$ cat src/rtl/scoreboard_register_file.sv
// rtl/scoreboard_register_file.sv - register file with write bypass, busy scoreboard and PC slot
// Two write ports (wr1 wins), combinational read ports, per-register pending-producer tracking.
module scoreboard_register_file #(
   parameter int DATA_WIDTH = 32,
   parameter int NUM_REGS   = 16,
   parameter int NUM_READ   = 3,
   parameter int PC_INDEX   = 15,
   localparam int AW        = (NUM_REGS > 1) ? $clog2(NUM_REGS) : 1
) (
   input  logic                       clk,
   input  logic                       reset,
   input  logic [NUM_READ*AW-1:0]     rd_addr,
   output logic [NUM_READ*DATA_WIDTH-1:0] rd_data,
   output logic [NUM_READ-1:0]        rd_busy,
   input  logic                       wr0_en,
   input  logic [AW-1:0]              wr0_addr,
   input  logic [DATA_WIDTH-1:0]      wr0_data,
   input  logic                       wr1_en,
   input  logic [AW-1:0]              wr1_addr,
   input  logic [DATA_WIDTH-1:0]      wr1_data,
   input  logic [DATA_WIDTH-1:0]      pc_value,
   input  logic                       issue_en,
   input  logic [AW-1:0]              issue_addr,
   input  logic                       flush,
   output logic [NUM_REGS-1:0]        busy_vec,
   output logic                       any_busy
);

   localparam logic [AW:0]   NREGS_W = (AW+1)'(NUM_REGS);
   localparam logic [AW-1:0] PC_A    = AW'(PC_INDEX);

   logic [DATA_WIDTH-1:0] regs [NUM_REGS];
   logic [NUM_REGS-1:0]   busy_q;

   function automatic logic addr_ok(input logic [AW-1:0] a);
      return {1'b0, a} < NREGS_W;
   endfunction

   // The PC slot and out-of-range addresses are never written.
   logic wr0_store, wr1_store;
   assign wr0_store = wr0_en && addr_ok(wr0_addr) && (wr0_addr != PC_A);
   assign wr1_store = wr1_en && addr_ok(wr1_addr) && (wr1_addr != PC_A);

   always_ff @(posedge clk) begin
      if (!reset) begin
         for (int i = 0; i < NUM_REGS; i++) regs[i] <= '0;
      end else begin
         if (wr0_store) regs[wr0_addr] <= wr0_data;
         if (wr1_store) regs[wr1_addr] <= wr1_data;
      end
   end

   // Issue outranks a same-cycle writeback: the issuing instruction is the newer producer.
   always_ff @(posedge clk) begin
      if (!reset) begin
         busy_q <= '0;
      end else begin
         for (int i = 0; i < NUM_REGS; i++) begin
            if (i == PC_INDEX || flush)
               busy_q[i] <= 1'b0;
            else if (issue_en && issue_addr == AW'(i))
               busy_q[i] <= 1'b1;
            else if ((wr0_en && wr0_addr == AW'(i)) || (wr1_en && wr1_addr == AW'(i)))
               busy_q[i] <= 1'b0;
         end
      end
   end

   assign busy_vec = busy_q;
   assign any_busy = |busy_q;

   for (genvar k = 0; k < NUM_READ; k++) begin : g_rd
      logic [AW-1:0] a;
      logic          ok, is_pc, hit1, hit0;
      assign a     = rd_addr[k*AW +: AW];
      assign ok    = addr_ok(a);
      assign is_pc = (a == PC_A);
      assign hit1  = wr1_en && (wr1_addr == a);
      assign hit0  = wr0_en && (wr0_addr == a);
      assign rd_data[k*DATA_WIDTH +: DATA_WIDTH] =
         !ok   ? '0       :
         is_pc ? pc_value :
         hit1  ? wr1_data :
         hit0  ? wr0_data : regs[a];
      // A bypassed value is already in hand, so the port is not reported busy.
      assign rd_busy[k] = ok && !is_pc && busy_q[a] && !hit1 && !hit0;
   end

endmodule

$ cat config.mk
export PLATFORM = sky130hd
export DESIGN_NAME = scoreboard_register_file
export DESIGN_NICKNAME = d
export VERILOG_FILES = /design/src/rtl/scoreboard_register_file.sv
export SDC_FILE = /design/constraint.sdc
export NUM_CORES = 2
export LEC_CHECK = 0
export CORE_UTILIZATION = 55
export DETAILED_ROUTE_END_ITERATION = 10
export PLACE_DENSITY = 0.77
export SETUP_SLACK_MARGIN = 0.15
export SYNTH_ARGS = -nofsm -noshare
export SYNTH_HDL_FRONTEND = slang
export SYNTH_SLANG_ARGS = --single-unit
export TNS_END_PERCENT = 30
$ cat constraint.sdc
create_clock -name clk -period 3.5 [get_ports clk]
set_clock_uncertainty 0.1 [all_clocks]
set_input_delay 0.7 -clock clk [delete_from_list [all_inputs] [get_ports clk]]
set_output_delay 0.7 -clock clk [all_outputs]
set_load 0.01 [all_outputs]
# Word-level counts from Yosys, hierarchy flattened
# Memories as Yosys holds them, arrays and structs flattened.
# Cells that the tools add are included.
[op_classes] n_addsub=0 n_lt_le_gt_ge=3 shifts=0 div=0 n_reduce_logical=108 n_mux=58 eq_ne=53 n_mul=0 n_bitwise=1
[op_table] op="$mux 32" n=11
[op_table] op="$eq 4x4->1 const B" n=24
[op_table] op="$reduce_or 32->1" n=2
[op_table] op="$logic_and 1x1->1" n=62
[op_table] op="$eq 4x3->1 const B" n=12
[op_table] op="$mux 1" n=42
[op_table] op="$reduce_bool 2->1" n=15
[op_table] op="$eq 4x2->1 const B" n=6
[op_table] op="$eq 4x4->1" n=6
[op_table] op="$reduce_or 16->1" n=1
[op_table] op="$logic_or 1x1->1" n=15
[op_table] op="$lt 4x5->1 const B" n=3
[op_table] op="$bmux 1 s4" n=3
[op_table] op="$eq 4x1->1 const B" n=3
[op_table] op="$logic_not 4->1" n=3
[op_table] op="$logic_not 1->1" n=9
[op_table] op="$mux 4" n=2
[op_table] op="$ne 4x4->1 const B" n=2
[op_table] op="$reduce_or 2->1" n=1
[op_table] op="$not 1->1" n=1
[word_totals] ramBits=512 latchBits=0 regBits=16 mem_bits_ro=0 n_memories=1
[memory_table] name="regs" words=16 word_bits=32 read_ports=3 rd_clocked_by_memory_dff=0 write_ports=16 line_no="32" source="logic [DATA_WIDTH-1:0] regs [NUM_REGS];"

# Longest topological paths before layout
[logic_depth] word_depth=7 depth_mapped=8 depth_no_buf=5

# Least setup slack after synthesis
# Ideal clock, no wire load.
[synth_timing] kind="input to register" from="in reset" to="mem regs[0][0], enable pin" slack_ns=-0.039 setup_ns=0.395 path_buffers=2 arrival_time_ns=3.044 t_required_ns=3.005 path_stages=6 cell_sequence="inv_1 -> or4_1 -> buf_2 -> nor3_4 -> buf_2 -> nand3b_1"
[synth_rtl] item="start, declared" line_no="11" source="input logic reset,"
[synth_rtl] item="end, declared" line_no="32"

# Worst setup path in the final report
[layout_timing] from="in rd_addr[8]" to="out rd_data[90]"
[layout_between] elab_chain_cells=5
[layout_lines] item="start, declared" line_no="12" source="input logic [NUM_READ*AW-1:0] rd_addr,"
[layout_lines] item="branches (longest 4 deep; another with $mem_v2 16x32)"
[layout_lines] item="$mux 32 *" line_no="82" source="is_pc ? pc_value :"
[layout_lines] item="end, declared" line_no="13" source="output logic [NUM_READ*DATA_WIDTH-1:0] rd_data,"
# Every way passes the cells marked *.

==> results.toml <==
[timing]
rsz0062_at_grt = "yes"
setup_viol = 3
slew_violations = 33
period_minus_slack_ns = 3.573
fin_crit_sh_pct = 102.1
fmax_mhz = 279.9
max-slew-margin-rel_pct = -0.3383
hold_viol_final = 0
worstMarginPinSlew_ns = 1.502
setup_slack_ns = -0.07326
holdWs_ns = 0.4999

[critical_path]
crit_type = "input port to output pin"
cp-start-kind = "input port"
end_kind = "output pin"
regToRegSetupSlack_ns = 2.60
cp.required_ns = 2.70
arrival_ns = 2.77
slowest_stage = "mux4_2"
crit_path_max_incr_delay_ns = 0.51
path_delay_family = "buffers and inverters"
startpoint = "rd_addr[8]"
cp.depth = 10
r2r-start = "busy_vec[11]"
cp-endpoint = "rd_data[90]"
r2r_cells = 2
crit_buf_inv = 5
worstPathCellList = "buf_16 > buf_12 > buf_6 > buf_4 > mux4_2 > o22ai_1 > a21oi_1 > a211oi_1 > nor3_1 > clkdlybuf4s15_1"
r2r-end = "busy_vec[11]"
crit_fanout = 8

[finish]
final_common_cell = "edfxtp_1"
nets = 3283
ff_latch_area_um2 = 15680
drive_above_1_share_pct = 42.65
final_cell_mix = "edfxtp_1, a22o_1, mux4_2"
fill_cells = 3950
synthToLayoutAreaGrowth_pct = 30.27
multiInputGateArea_um2 = 20210
fin_util_pct = 72.40

[synthesis]
yosysSeqAreaShare_pct = 42.90
synth_area_leaders = "edfxtp_1, mux4_2, a22o_1, clkbuf_1, a22oi_1"
synth_area_um2 = 36540
synth-edff-count = 512
synth-async-reset-ratio_pct = 0
yosysTopAreaCellShare_pct = 42.08
synth_warnings = 0
synth_seq_cells = 527
syn_inst = 2708
synth_top_cell_by_area = "edfxtp_1"
syn_area_per_cell_um2 = 13.49
synthFlopType = "edfxtp_1"
synth_cell_types = 56

[routing]
wl_per_cell_um = 41.26
vias_per_cell = 8.520
drt_first_pass_iters = 10
drt_iter0_drc = 7772
drtAntennaViolNets = 0
drc = 0
vias = 34658
wirelength_mm = 167.8

[status]
violations = "capacitance limit, slew limit, setup timing"
run_status = "finished with violations"

[clocking]
cts_tree = "built"
h-tree-depth = 2
numCtsBuffers = 57
worstSkewPairLatency_ns = 0.65
clockRootBuffer = "clkbuf_16"
path_clk_slew_ns = 0.06
cts_num_sinks = 527
cts.hold.buffers_added = 0
clockBufferDepth = 3

[floorplanning]
die_h_um = 259.8
start_util_pct = 55.58
rows = 94
io_pins = 242
die_w_um = 259.8
core-area_um2 = 65750
die-area_um2 = 67470

[grt]
grtUsageMet2_pct = 68.93
use_met3_pct = 22.59
grt_start_max_net_pins = 36
grt_remaining_overflow = 0
grt_pass1_wl_mm = 232.8
grt_use_met1_pct = 56.85
grt_pass1_vias = 33855
grt_usage_pct = 48.42
antenna_found_initial = 0
grt-busiest-layer = "met2"

[placed_design]
place.port_buffers = 240
gp_congestion = 0.9912
hpwl_mm = 100.4

[power_and_ir_drop]
comb_power_share_pct = 25.3
switchingPower_uw = 5588
p_per_area_nw_per_um2 = 395.0
max-vdd-ir-drop_mv = 0.4493
leakage_uw = 0.01692
clock_power_share_pct = 33.6
p_int_uw = 13220
swShare_pct = 29.72
power_frac_seq_pct = 41.1

[hold_path]
hold_class = "flip-flop to flip-flop"

[run]
cap_violations = 2
-- through the flow --
stage	setup TNS (ns)	worst slack [ns]	total power (uW)	instance area [um2]	std cells
6_report	-0.08330	-0.07326	18800	47600	4068
5_1_grt	-0.1328	-0.05376	19000	47600	4067
4_1_cts	0	0.06032	18230	46500	4025
3_5_place_dp	-67.25	-0.9147	12040	43430	3865
3_3_place_gp	-64.52	-0.9006	11900	43430	3865
2_1_floorplan	-0.4812	-0.01504	9978	36680	2740
-- kinds of logic after synthesis --
logic type,count (synthesis),share of synthesized area [%]
compound gates,904,19.44
xor+xnor,23,0.5513
buf+inv,489,5.602
flops,527,42.90
mux,468,27.34
other cells,1,0.01026
simple gates,296,4.160
-- cells in the mapped netlist (all sizes together) (3+ instances only) --
library cell,number
edfxtp,512
a22o,480
mux4,424
clkbuf,243
buf,182
a22oi,106
a21oi,98
o22ai,96
nor2,74
inv,64
nand2,62
mux2i,43
nand3,43
nor3,43
a211oi,36
o221ai,34
a221oi,31
nand3b,18
xnor2,16
dfxtp,15
nor2b,12
a32oi,8
nand4,7
nor3b,7
o21ai,7
xor2,7
nand2b,6
and3,5
nor4,5
or2,4
and2,3
-- routing by layer --
metal	wire, um	vias to the layer above
li1	-	12408
met1	48240	16495
met2	69840	4462
met3	32950	1289
met4	16670	4
met5	139	-
-- worst min-delay path by stage --
stage / start / endpoint / depth (start not counted)
after global placement: busy_vec[3] / busy_vec[3] / 2
after detailed placement: busy_vec[11] / busy_vec[11] / 2
final: busy_vec[11] / busy_vec[11] / 2
after global routing: busy_vec[11] / busy_vec[11] / 2
after floorplan: busy_vec[11] / busy_vec[11] / 2
after CTS: busy_vec[11] / busy_vec[11] / 2
-- layout make-up --
type                            instances  area share, %
Sequential cell                       527          32.93
Timing Repair Buffer                  783          17.86
Clock inverter                         42         0.9200
Multi-Input combinational cell       1724          42.46
Inverter                               64         0.5126
Tap cell                              864          2.271
Clock buffer                           63          3.044
Antenna cell                            1       0.005257
-- state kept, by name, indices dropped and copies added, names as in the netlist --
name and cells:
regs 512, busy_vec 15
-- timing repair --
action | 4_1_cts | 5_1_grt
pin swaps | 39 | 36
endpoints found under the setup margin | 99 | 98
resized for setup | 521 | 203
hold endpoints to repair | 0 | 0
cloned | 14 | 4
buffers inserted | 41 | 38
-- worst min-delay path, cell delays in order, from the launching register on --
cell,delay [ns]
dfxtp_1,0.38
nand3_1,0.11
a21oi_1,0.06
-- power by group through the flow --
stage / combinational, uW / clock [uW] / sequential (uW)
after detailed placement: 4240 / 0 / 7800
final: 4760 / 6320 / 7730
after global placement: 4160 / 0 / 7740
after floorplan: 2310 / 0 / 7660
after CTS: 4320 / 6230 / 7680
after global routing: 4820 / 6440 / 7740
Power figures use the tool's default switching activity.
